<file path="src/rtl/im_loader.sv">
// im_loader: boot-time instruction memory writer.
// Decodes framed byte segments (sync, base, count, data, checksum), writes
// big-endian 32-bit words into IM and releases the CPU after a go frame.
module im_loader #(
    parameter logic [31:0] TEXT_STARTADDR = 32'h0000_3000,
    parameter int unsigned IM_SIZE_WORD   = 4096
) (
    input  logic        clk,
    input  logic        rst_n,
    input  logic        in_valid,
    input  logic [7:0]  in_data,
    output logic        in_ready,
    output logic        we,
    output logic [31:0] waddr,
    output logic [31:0] wdata,
    output logic        cpu_hold,
    output logic        done,
    output logic        err
);

    // Wide enough that base + 4*N never wraps, even for N = 2^32-1.
    localparam int unsigned CW = 35;
    localparam logic [CW-1:0] IM_LO = CW'(TEXT_STARTADDR);
    localparam logic [CW-1:0] IM_HI = IM_LO + (CW'(IM_SIZE_WORD) << 2);
    localparam logic [7:0]    SYNC  = 8'hA5;

    typedef enum logic [2:0] {
        S_IDLE,
        S_ADDR,
        S_COUNT,
        S_DATA,
        S_CSUM,
        S_ERR,
        S_DONE
    } state_t;

    state_t      state;
    logic [1:0]  cnt;
    logic [31:0] base;
    logic [31:0] n;
    logic [31:0] k;
    logic [23:0] word;
    logic [7:0]  xsum;

    logic          accept;
    logic [31:0]   n_next;
    logic [CW-1:0] frame_end;
    logic          hdr_bad;

    // Handshake and header range check on the word count being completed.
    always_comb begin
        accept    = in_valid && in_ready;
        n_next    = {n[23:0], in_data};
        frame_end = CW'(base) + (CW'(n_next) << 2);
        hdr_bad   = (base[1:0] != 2'b00) || (CW'(base) < IM_LO) || (frame_end > IM_HI);
    end

    // Frame decoder, word assembly and registered IM write port.
    always_ff @(posedge clk) begin
        if (!rst_n) begin
            state    <= S_IDLE;
            cnt      <= 2'd0;
            base     <= 32'd0;
            n        <= 32'd0;
            k        <= 32'd0;
            word     <= 24'd0;
            xsum     <= 8'd0;
            in_ready <= 1'b1;
            we       <= 1'b0;
            waddr    <= 32'd0;
            wdata    <= 32'd0;
            cpu_hold <= 1'b1;
            done     <= 1'b0;
            err      <= 1'b0;
        end else begin
            we <= 1'b0;
            if (accept) begin
                case (state)
                    S_IDLE: begin
                        if (in_data == SYNC) begin
                            state <= S_ADDR;
                            cnt   <= 2'd0;
                            xsum  <= 8'd0;
                            k     <= 32'd0;
                        end
                    end
                    S_ADDR: begin
                        base <= {base[23:0], in_data};
                        cnt  <= cnt + 2'd1;
                        if (cnt == 2'd3) begin
                            state <= S_COUNT;
                        end
                    end
                    S_COUNT: begin
                        n   <= n_next;
                        cnt <= cnt + 2'd1;
                        if (cnt == 2'd3) begin
                            if (n_next == 32'd0) begin
                                state <= S_CSUM;
                            end else if (hdr_bad) begin
                                state    <= S_ERR;
                                err      <= 1'b1;
                                in_ready <= 1'b0;
                            end else begin
                                state <= S_DATA;
                            end
                        end
                    end
                    S_DATA: begin
                        word <= {word[15:0], in_data};
                        xsum <= xsum ^ in_data;
                        cnt  <= cnt + 2'd1;
                        if (cnt == 2'd3) begin
                            we    <= 1'b1;
                            waddr <= base + {k[29:0], 2'b00};
                            wdata <= {word, in_data};
                            k     <= k + 32'd1;
                            if (k == n - 32'd1) begin
                                state <= S_CSUM;
                            end
                        end
                    end
                    S_CSUM: begin
                        if (in_data != xsum) begin
                            state    <= S_ERR;
                            err      <= 1'b1;
                            in_ready <= 1'b0;
                        end else if (n == 32'd0) begin
                            state    <= S_DONE;
                            done     <= 1'b1;
                            cpu_hold <= 1'b0;
                            in_ready <= 1'b0;
                        end else begin
                            state <= S_IDLE;
                        end
                    end
                    default: begin
                    end
                endcase
            end
        end
    end

endmodule

</file>
<file path="config.mk">
export PLATFORM = sky130hd
export DESIGN_NAME = im_loader
export DESIGN_NICKNAME = d
export VERILOG_FILES = /design/src/rtl/im_loader.sv
export SDC_FILE = /design/constraint.sdc
export NUM_CORES = 1
export LEC_CHECK = 0
export ABC_AREA = 1
export ABC_CLOCK_PERIOD_IN_PS = 3400
export CAP_MARGIN = 25
export CORE_MARGIN = 2
export CORE_UTILIZATION = 33
export CTS_BUF_LIST = sky130_fd_sc_hd__clkbuf_2
export DETAILED_ROUTE_END_ITERATION = 8
export PLACE_DENSITY = 0.61
export SLEW_MARGIN = 0
export SYNTH_ARGS = -nofsm -noshare
export SYNTH_HDL_FRONTEND = slang
export SYNTH_SLANG_ARGS = --single-unit
</file>
<file path="constraint.sdc">
create_clock -name clk -period 3.4 [get_ports clk]
set_input_delay 0.68 -clock clk [delete_from_list [all_inputs] [get_ports clk]]
set_output_delay 0.68 -clock clk [all_outputs]
set_load 0.03 [all_outputs]
</file>
==> results_dict.tcl <==
set metrics [dict create \
    drtIter0Drc 1046 \
    critPathLaunchType "flop" \
    grt_max_degree 96 \
    drv_cap 0 \
    antenna_found_initial 1 \
    n_fill_cell 4491 \
    endpoint_kind "flop" \
    io_buffers 79 \
    async_flop_share_pct 0 \
    synth_ff_type "dfxtp_1" \
    total_power_mw 4.335 \
    fin_ws_ns 0.3568 \
    required_ns 4.20 \
    dieWidth_um 206.2 \
    drive_gt1_share_pct 8.840 \
    route.vias.total 14200 \
    status "finished clean" \
    clkTransAtPathRegs_ns 0.13 \
    ant_nets 0 \
    grt_pass1_vias 13670 \
    syn-num-nets 2203 \
    worstPathArrival_ns 3.84 \
    multiInputGateArea_um2 8058 \
    start_util_pct 33.27 \
    finClkSkew_ns 0.1145 \
    clk_latency_ns 0.94 \
    register_area_um2 4044 \
    cts_hold_buffers 0 \
    powerDensity_nw_per_um2 273.6 \
    p_leak_nw 7.912 \
    clk_path_buf_depth 3 \
    synth_edf_count 0 \
    post-place-ws_ns -0.2560 \
    drc 0 \
    synth_common_cells "495 x nand2_1, 305 x inv_1, 260 x nor2_1" \
    yosysTopAreaCell "dfxtp_1" \
    cp_max_fo 4 \
    cts_made_buffers 51 \
    grt_first_pass_wirelength_mm 73.62 \
    ys_warn_count 0 \
    firstDrtPassIters 8 \
    synthTopCellsByArea "dfxtp_1 30%, nand2_1 14%, inv_1 8.5%, nor2_1 7.2%, a21oi_1 5.9%" \
    layout.cells.non_filler 2852 \
    final_nets 2354 \
    hpwl_mm 36.34 \
    die_y_um 206.2 \
    cts_resized 0 \
    period_minus_slack_ns 3.043 \
    wl_met3_mm 2.208 \
    fmax_ghz 0.3286 \
    ys_seq_area_share_pct 29.97 \
    detail_route.wirelength_mm 46.09 \
    hold_ws_ns 0.1920 \
    critPathKind "flop to flop" \
    synth_top_area_share_pct 29.97 \
    slew_viol_final 0 \
    rsz0062_at_grt "false" \
    gp_congestion 0.9229 \
    grt_overflow_total 0 \
    design.core.area_um2 40550 \
    wl_met2_mm 21.22 \
    setup_violations 0 \
    vias_per_cell 4.979 \
    syn_avg_cell_area_um2 6.341 \
    io_pins 80 \
    synth.most_common_cell "nand2_1" \
    min_path_type "primary input to flop" \
    cts.sinks 202 \
    post-route-period-util_pct 89.51 \
    cts_tree "done" \
    place_inst 2758 \
    die_area_um2 42520 \
    cts_max_level 2 \
    area_delta_synth_final_pct 17.40 \
    postCtsSetupBuffers 0 \
    slew_headroom_pct 45.20 \
    synth.distinct_cells 49 \
    netlist_instances 2128 \
    tightest_slew_ns 0.8211 \
    maxUsedRoutingLayer "met4" \
    wl_met1_mm 21.34 \
    syn_area_um2 13490 \
    track_usage_pct 21.89 \
    wire_per_inst_um 16.16 \
    rows 74 \
    ys_ff_latch 202 \
    vdd_drop_max_uv 201.8 \
    hold_violations 0 \
    root_buffer "clkbuf_2" \
]
through the flow:
step,instance area (um^2),utilization (%),TNS (ns)
floorplan,13490,-,0
global placement,15340,37.82,-0.7489
detailed placement,15340,37.82,-0.9246
CTS,15840,39.06,0
global route,15840,39.07,0
finish,15840,39.07,0
cells in the final DEF, fill, tap and decap left out, types with 66 or more instances in the layout:
| master | Yosys | routed |
|---|---|---|
| nand2_1 | 495 | 495 |
| inv_1 | 305 | 305 |
| nor2_1 | 260 | 259 |
| dfxtp_1 | 202 | 202 |
| a21oi_1 | 160 | 160 |
| o21ai_0 | 142 | 142 |
| nand3_1 | 131 | 131 |
| buf_4 | 0 | 79 |
| clkdlybuf4s50_1 | 0 | 78 |
| clkbuf_2 | 0 | 70 |
| xor2_1 | 66 | 66 |
report_power, final:
group	internal, mW	switching [mW]	total, mW
logic	0.0543	0.110	0.165
registers	2.37	0.00257	2.37
clock network	0.728	1.07	1.80
total	3.15	1.19	4.33
registers in the layout, indices dropped and copies added, names as in the netlist, 2 cells and up:
signal	flops
wdata	32
cnt	2
k	32
xsum	8
waddr	32
state	3
n	32
base	32
word	24
final cells by class:
class,instances,area share [%]
Sequential cell,202,25.53
Inverter,313,7.416
Tap cell,532,4.202
Clock inverter,23,0.9714
Clock buffer,70,2.211
Multi-Input combinational cell,1553,50.86
Antenna cell,1,0.01580
Timing Repair Buffer,158,8.798
worst max-delay path, stage by stage, from the launching register on:
cell	delay [ns]
dfxtp_1	0.52
inv_1	0.15
fa_1	0.42
inv_1	0.07
nand2_1	0.06
a21oi_1	0.23
a21oi_1	0.15
o21ai_1	0.28
nand2_1	0.08
nand2_1	0.20
a21oi_1	0.15
nand3b_1	0.20
a21o_1	0.17
nand3_1	0.07
o211ai_1	0.08
inv_1	0.07
layer usage:
layer  track usage (%)  vias to the layer above
met3             2.444                       86
met1             29.28                     6499
li1                  -                     7202
met2             36.77                      414
met4             6.964                        0
met5                 0                        -
cell families after synthesis:
kind of cell | share of synthesized area [%]
compound gates | 14.68
simple gates | 33.16
flops | 29.97
fa+ha+maj | 6.045
buf+inv | 10.38
xor+xnor | 5.776
final timing paths:
kind | from | to | slack, ns | cells past startpoint
setup reg to reg | base[3] | waddr[26] | 0.36 | 15
hold reg to reg | cpu_hold | cpu_hold | 0.46 | 2
hold / removal | rst_n | base[15] | 0.19 | 3
setup / recovery | base[3] | waddr[26] | 0.36 | 15
Power figures use the tool's default switching activity.
